`src/rtl/brent_kung_32.sv`:
```
// 32-bit adder with carry-in/out built on an explicit Brent-Kung prefix network.
// Five up-sweep and four down-sweep levels feed a single registered output stage.
module brent_kung_32 (
    input  logic        clk,
    input  logic        rst,
    input  logic [31:0] a,
    input  logic [31:0] b,
    input  logic        cin,
    output logic [31:0] out,
    output logic        cout
);

    localparam int W = 32;

    // Group-generate of a span: the high half generates, or propagates the low half's generate.
    function automatic logic carry_op(input logic g_hi, input logic p_hi, input logic g_lo);
        carry_op = g_hi | (p_hi & g_lo);
    endfunction

    // Full prefix operator on {generate, propagate} pairs.
    function automatic logic [1:0] prefix_op(input logic [1:0] hi, input logic [1:0] lo);
        prefix_op = {carry_op(hi[1], hi[0], lo[1]), hi[0] & lo[0]};
    endfunction

    logic [W-1:0] gen_s;
    logic [W-1:0] prop_s;
    logic [W-1:0] g0_s,  p0_s;
    logic [W-1:0] up1_g_s, up1_p_s;
    logic [W-1:0] up2_g_s, up2_p_s;
    logic [W-1:0] up3_g_s, up3_p_s;
    logic [W-1:0] up4_g_s, up4_p_s;
    logic [W-1:0] up5_g_s, up5_p_s;
    logic [W-1:0] dn4_g_s, dn4_p_s;
    logic [W-1:0] dn3_g_s, dn3_p_s;
    logic [W-1:0] dn2_g_s, dn2_p_s;
    logic [W-1:0] carry_s;
    logic [W-1:0] sum_s;

    assign gen_s  = a & b;
    assign prop_s = a ^ b;
    // cin enters as the generate of bit 0 so the network yields true carries directly.
    assign g0_s   = {gen_s[W-1:1], gen_s[0] | (prop_s[0] & cin)};
    assign p0_s   = prop_s;

    for (genvar i = 0; i < W; i++) begin : g_up1
        if (((i + 1) % 2) == 0) begin : g_op
            assign {up1_g_s[i], up1_p_s[i]} =
                prefix_op({g0_s[i], p0_s[i]}, {g0_s[i-1], p0_s[i-1]});
        end else begin : g_pass
            assign up1_g_s[i] = g0_s[i];
            assign up1_p_s[i] = p0_s[i];
        end
    end

    for (genvar i = 0; i < W; i++) begin : g_up2
        if (((i + 1) % 4) == 0) begin : g_op
            assign {up2_g_s[i], up2_p_s[i]} =
                prefix_op({up1_g_s[i], up1_p_s[i]}, {up1_g_s[i-2], up1_p_s[i-2]});
        end else begin : g_pass
            assign up2_g_s[i] = up1_g_s[i];
            assign up2_p_s[i] = up1_p_s[i];
        end
    end

    for (genvar i = 0; i < W; i++) begin : g_up3
        if (((i + 1) % 8) == 0) begin : g_op
            assign {up3_g_s[i], up3_p_s[i]} =
                prefix_op({up2_g_s[i], up2_p_s[i]}, {up2_g_s[i-4], up2_p_s[i-4]});
        end else begin : g_pass
            assign up3_g_s[i] = up2_g_s[i];
            assign up3_p_s[i] = up2_p_s[i];
        end
    end

    for (genvar i = 0; i < W; i++) begin : g_up4
        if (((i + 1) % 16) == 0) begin : g_op
            assign {up4_g_s[i], up4_p_s[i]} =
                prefix_op({up3_g_s[i], up3_p_s[i]}, {up3_g_s[i-8], up3_p_s[i-8]});
        end else begin : g_pass
            assign up4_g_s[i] = up3_g_s[i];
            assign up4_p_s[i] = up3_p_s[i];
        end
    end

    // Top of the tree: bit 31 now holds the carry out of the whole word.
    for (genvar i = 0; i < W; i++) begin : g_up5
        if (((i + 1) % 32) == 0) begin : g_op
            assign {up5_g_s[i], up5_p_s[i]} =
                prefix_op({up4_g_s[i], up4_p_s[i]}, {up4_g_s[i-16], up4_p_s[i-16]});
        end else begin : g_pass
            assign up5_g_s[i] = up4_g_s[i];
            assign up5_p_s[i] = up4_p_s[i];
        end
    end

    // Down-sweep fills the gaps: at level k the nodes j*2^k + 2^(k-1) - 1 (j >= 1).
    for (genvar i = 0; i < W; i++) begin : g_dn4
        if ((i >= 23) && (((i - 7) % 16) == 0)) begin : g_op
            assign {dn4_g_s[i], dn4_p_s[i]} =
                prefix_op({up5_g_s[i], up5_p_s[i]}, {up5_g_s[i-8], up5_p_s[i-8]});
        end else begin : g_pass
            assign dn4_g_s[i] = up5_g_s[i];
            assign dn4_p_s[i] = up5_p_s[i];
        end
    end

    for (genvar i = 0; i < W; i++) begin : g_dn3
        if ((i >= 11) && (((i - 3) % 8) == 0)) begin : g_op
            assign {dn3_g_s[i], dn3_p_s[i]} =
                prefix_op({dn4_g_s[i], dn4_p_s[i]}, {dn4_g_s[i-4], dn4_p_s[i-4]});
        end else begin : g_pass
            assign dn3_g_s[i] = dn4_g_s[i];
            assign dn3_p_s[i] = dn4_p_s[i];
        end
    end

    for (genvar i = 0; i < W; i++) begin : g_dn2
        if ((i >= 5) && (((i - 1) % 4) == 0)) begin : g_op
            assign {dn2_g_s[i], dn2_p_s[i]} =
                prefix_op({dn3_g_s[i], dn3_p_s[i]}, {dn3_g_s[i-2], dn3_p_s[i-2]});
        end else begin : g_pass
            assign dn2_g_s[i] = dn3_g_s[i];
            assign dn2_p_s[i] = dn3_p_s[i];
        end
    end

    // Last level only needs generates: every bit's group-generate is its carry out.
    for (genvar i = 0; i < W; i++) begin : g_dn1
        if ((i >= 2) && ((i % 2) == 0)) begin : g_op
            assign carry_s[i] = carry_op(dn2_g_s[i], dn2_p_s[i], dn2_g_s[i-1]);
        end else begin : g_pass
            assign carry_s[i] = dn2_g_s[i];
        end
    end

    assign sum_s = prop_s ^ {carry_s[W-2:0], cin};

    // Output register: captures the sum every cycle, cleared asynchronously by rst.
    always_ff @(posedge clk or posedge rst) begin
        if (rst) begin
            out  <= 32'd0;
            cout <= 1'b0;
        end else begin
            out  <= sum_s;
            cout <= carry_s[W-1];
        end
    end

endmodule

```
`config.mk`:
```
export PLATFORM = sky130hd
export DESIGN_NAME = brent_kung_32
export DESIGN_NICKNAME = d
export VERILOG_FILES = /design/src/rtl/brent_kung_32.sv
export SDC_FILE = /design/constraint.sdc
export NUM_CORES = 1
export LEC_CHECK = 0
export CORE_ASPECT_RATIO = 0.8
export CORE_MARGIN = 2
export CORE_UTILIZATION = 42
export DETAILED_ROUTE_END_ITERATION = 10
export PLACE_DENSITY = 0.92
export SLEW_MARGIN = 10
export SYNTH_ARGS = -nofsm -noshare
export SYNTH_HDL_FRONTEND = slang
export SYNTH_SLANG_ARGS = --single-unit
```
`constraint.sdc`:
```
create_clock -name clk -period 1.7 [get_ports clk]
set_input_delay 0.17 -clock clk [delete_from_list [all_inputs] [get_ports clk]]
set_output_delay 0.17 -clock clk [all_outputs]
set_load 0.01 [all_outputs]
```
# [Word-level counts from Yosys, hierarchy flattened]
# Index checks and enable logic that the tools add are counted.
[totals] reg_bits=33 mem_bits_ro=0 ram_bits=0 word_cells=147 latchBits=0 inputBits=67 memories=0
[classes] div=0 n_mul=0 reduce_logical=0 n_shift=0 magnitude_cmp=0 eq_ne=0 bitwise=145 muxes=0 addsub=0
[ops] op="bitwise AND 1 bit" n=84
[ops] op="bitwise XOR 32 bit" n=2
[ops] op="OR 1 bit" n=58
[ops] op="bitwise AND 32 bit" n=1

# [Depth between registers and ports, before layout]
[depth] ltp_word=20 depth_mapped=12 mapped_depth_nobuf=12

# [Worst setup path before layout]
# OpenSTA, ideal clock, no wires.
[synth_timing] kind="input-to-reg" start="input port a[0]" end="register out[19]" slack_ns=-0.732 stages=11 t_arrival_ns=2.308 n_path_buf=0 path_cell_list="inv_1 > fa_1 > inv_1 > fa_1 > a211oi_2 > o21ai_2 > o2111ai_2 > o22ai_2 > a211o_1 > fa_1 > xor2_1"
[synth_via] elab_chain_len=16
[synth_lines] item="start, declared" line="6" rtl="input logic [31:0] a,"
[synth_lines] item="bitwise XOR 32 bit" line="40" rtl="assign prop_s = a ^ b;"
[synth_lines] item="bitwise AND 1 bit" line="42" rtl="assign g0_s = {gen_s[W-1:1], gen_s[0] | (prop_s[0] & cin)};"
[synth_lines] item="OR 1 bit *" line="42"
[synth_lines] item="bitwise AND 1 bit *" line="17" rtl="carry_op = g_hi | (p_hi & g_lo);"
[synth_lines] item="OR 1 bit *" line="17"
[synth_lines] item="bitwise AND 1 bit *" line="17"
[synth_lines] item="OR 1 bit *" line="17"
[synth_lines] item="bitwise AND 1 bit *" line="17"
[synth_lines] item="OR 1 bit *" line="17"
[synth_lines] item="bitwise AND 1 bit *" line="17"
[synth_lines] item="OR 1 bit *" line="17"
[synth_lines] item="bitwise AND 1 bit *" line="17"
[synth_lines] item="OR 1 bit *" line="17"
[synth_lines] item="bitwise AND 1 bit *" line="17"
[synth_lines] item="OR 1 bit *" line="17"
[synth_lines] item="bitwise XOR 32 bit *" line="136" rtl="assign sum_s = prop_s ^ {carry_s[W-2:0], cin};"
[synth_lines] item="via sum_s[19]" line="37" rtl="logic [W-1:0] sum_s;"
[synth_lines] item="end signal, assigned" line="144" rtl="out <= sum_s;"
[synth_lines] item="end, declared" line="9" rtl="output logic [31:0] out,"
# Mark *: on every way through the listed nets, which the timed path passes. The rest lies on a longest branch.

# [Worst setup path after layout]
[layout_timing] start="input port b[0]" end="register out[12]"
[layout_via] elab_chain_len=12
[layout_lines] item="start, declared" line="7" rtl="input logic [31:0] b,"
[layout_lines] item="bitwise XOR 32 bit" line="40"
[layout_lines] item="bitwise AND 1 bit" line="42"
[layout_lines] item="OR 1 bit *" line="42"
[layout_lines] item="bitwise AND 1 bit *" line="17"
[layout_lines] item="OR 1 bit *" line="17"
[layout_lines] item="bitwise AND 1 bit *" line="17"
[layout_lines] item="OR 1 bit *" line="17"
[layout_lines] item="bitwise AND 1 bit *" line="17"
[layout_lines] item="OR 1 bit *" line="17"
[layout_lines] item="bitwise AND 1 bit *" line="17"
[layout_lines] item="OR 1 bit *" line="17"
[layout_lines] item="bitwise XOR 32 bit *" line="136"
[layout_lines] item="via sum_s[12]" line="37"
# Marked as above.

==> results.yml <==
status:
  status: "finished with violations"
  violations: "negative setup slack"
yosys:
  ys_ff_latch: 33
  syn_avg_cell_area_um2: 11.6
  syn_area_um2: 2170
  ys_seq_area_share_pct: 38.1
  ys_types: 32
  syn_nets: 300
  yosysWarningCount: 0
  netlist_instances: 186
placement:
  port_buffers: 99
  placedCellCount: 386
  placed_area_um2: 3580
  hpwl_mm: 4.46
  place.gp.congestion: 0.757
sta:
  finalCritPeriodShare_pct: 139
  worstMarginPinSlew_ns: 0.429
  slew_viol_final: 0
  hold_viol: 0
  setup_tns_ns: -12.98
  slew_headroom_pct: 71.4
  rsz0062_at_grt: "true"
  whs_ns: 0.262
  worst_slack_ns: -0.661
  fin_crit_ns: 2.36
  setup-violations-final: 28
  fmax_mhz: 423
worst_setup_path:
  worstPathRequired_ns: 1.89
  critPathKind: "in2reg"
  arrival_ns: 2.55
  startpoint: "b[0]"
  critPathMaxFanout: 2
  worstSetupStartpointType: "input pin"
  worstSetupEndpointType: "register"
global_route:
  grt-ovfl-total: 0
  antenna_found_initial: 0
  grt_pass1_vias: 2016
  grt_usage_pct: 21.4
  grt_max_degree: 34
  grt_pass1_wl_mm: 9.25
floorplan:
  chipHeight_um: 68.2
  ios: 100
  start_util_pct: 43.5
  rows: 23
  dieArea_um2: 5750
  core_area_um2: 4980
  dieWidth_um: 84.3
detailed_routing:
  vias_per_cell: 4.89
  drt_first_pass_iters: 4
  drt-total-wl_mm: 6.18
  drtIter0Drc: 79
  drcViolationCount: 0
  vias: 1961
  wire_per_inst_um: 15.4
  ant_nets: 0
layout:
  layout-drive-gt1-share_pct: 32.7
  area_growth_syn_to_layout_pct: 85.6
  design_area_um2: 4020
  n_fill_cell: 292
  diodes: 0
  regArea_um2: 826
  final_nets: 453
  stdcell_count: 401
  multiInputGateArea_um2: 1500
clocking:
  clkSlewWorstSetupHoldPaths_ns: 0.07
  cts-root-buf: "clkbuf_8"
  cts_tree: "done"
  clock_path_buffers: 2
  cts_buffers: 5
  htreeDepth: 2
  holdBufCountCts: 0
  cts.sinks: 33
hold_path:
  worstHoldPathType: "in2reg"
  min_from: "cin"
pwr:
  peakVddDrop_v: 0.000560
  powerDensity_nw_per_um2: 729
  p_leak_nw: 1.90
run:
  maxCapViolations: 0
==> synth_stat cells <==
cell type,count,area share [%]
dfrtp_1,33,38
ha_1,30,17
inv_1,29,5.0
fa_1,17,16
a21oi_1,13,3.0
nand2_1,10,1.7
xor2_1,10,4.0
o21ai_0,5,1.2
xnor2_1,5,2.0
nand4_1,4,1.2
o21ai_1,4,0.92
a21o_1,3,1.0
o21bai_1,3,1.0
o21a_1,2,0.69
a211o_1,1,0.40
a211oi_2,1,0.58
a21boi_1,1,0.35
a21oi_2,1,0.40
a221oi_1,1,0.40
a31oi_1,1,0.29
and2_4,1,0.40
and4_1,1,0.40
nand2b_1,1,0.29
nor2_1,1,0.17
nor3_1,1,0.23
o2111ai_1,1,0.40
o2111ai_2,1,0.69
o211ai_1,1,0.35
o21ai_2,1,0.40
o22ai_2,1,0.58
o31ai_1,1,0.35
or3_1,1,0.29
==> layout by cell type, fill, tap and decap left out, types with 2 or more instances in the layout <==
cell | netlist | final
nand4_1 | 4 | 4
clkbuf_8 | 0 | 6
a21o_1 | 3 | 3
a21oi_1 | 13 | 9
nand2_1 | 10 | 10
o21ai_2 | 1 | 5
dfrtp_1 | 33 | 33
inv_1 | 29 | 19
o21ai_0 | 5 | 4
ha_4 | 0 | 8
ha_1 | 30 | 22
inv_2 | 0 | 7
o21bai_1 | 3 | 3
fa_2 | 0 | 16
dlymetal6s2s_1 | 0 | 14
xnor2_1 | 5 | 5
o21a_1 | 2 | 2
buf_8 | 0 | 2
buf_6 | 0 | 6
xor2_1 | 10 | 10
dlygate4sd2_1 | 0 | 4
a21oi_2 | 1 | 4
clkdlybuf4s50_1 | 0 | 78
buf_4 | 0 | 42
==> flip-flops by register name (all words and copies together), names as in the netlist <==
signal	cells
out	32
cout	1
==> worst max-delay path, stage by stage <==
cell	delay [ns]
buf_8	0.08
inv_6	0.02
fa_2	0.37
inv_2	0.06
fa_2	0.22
a211oi_4	0.07
o21ai_2	0.19
o2111ai_4	0.19
buf_6	0.16
and2_4	0.13
o21a_1	0.20
buf_6	0.13
fa_2	0.52
inv_2	0.03
==> timing repair <==
| item | in CTS | in global routing |
|---|---|---|
| resized for setup | 41 | 43 |
| endpoints found under the hold margin | 0 | 0 |
| endpoints found under the setup margin | 31 | 29 |
| pin swaps | 28 | 28 |
| buffers inserted | 5 | 6 |
==> worst paths after layout <==
check                          end  slack, ns  cells after the start
setup / recovery           out[12]      -0.66                     14
hold / removal              out[0]       0.26                      4
max in group asynchronous  out[25]       1.09                      3
min in group asynchronous  out[29]       0.29                      3
==> per-stage QoR <==
stage	worst slack [ns]	total power [mW]	util [%]
global placement	-1.39	2.15	71.9
CTS	-0.687	2.86	76.3
global route	-0.746	3.10	80.7
finish	-0.661	2.93	80.7
detailed placement	-1.46	2.20	71.9
floorplan	-0.651	1.47	-
==> per-layer routing <==
layer	GRT usage [%]	part of all wire (%)
met3	6.27	6.0
met4	5.24	1.7
met5	0	0
met1	23.2	37
met2	41.8	55
==> final cells by class <==
cell class	instances	area share, %
Clock buffer	7	2.15
Inverter	29	3.21
Multi-Input combinational cell	124	37.2
Sequential cell	33	20.5
Tap cell	62	1.93
Timing Repair Buffer	146	34.9
==> power breakdown <==
part	total, mW	internal (mW)	switching [mW]
sequential	0.995	0.950	0.0452
clock	0.593	0.321	0.273
combinational	1.34	0.780	0.560
total	2.93	2.05	0.878
==> cell families after synthesis <==
group / count (synthesis) / share of synthesized area (%)
AND/OR/NAND/NOR: 20 / 4.68
XOR/XNOR: 15 / 6.07
buffers and inverters: 29 / 5.03
AO/OA/AOI/OAI: 42 / 13.1
adder cells (fa/ha/maj): 47 / 33.0
flip-flops: 33 / 38.1
Power figures use the tool's default switching activity.
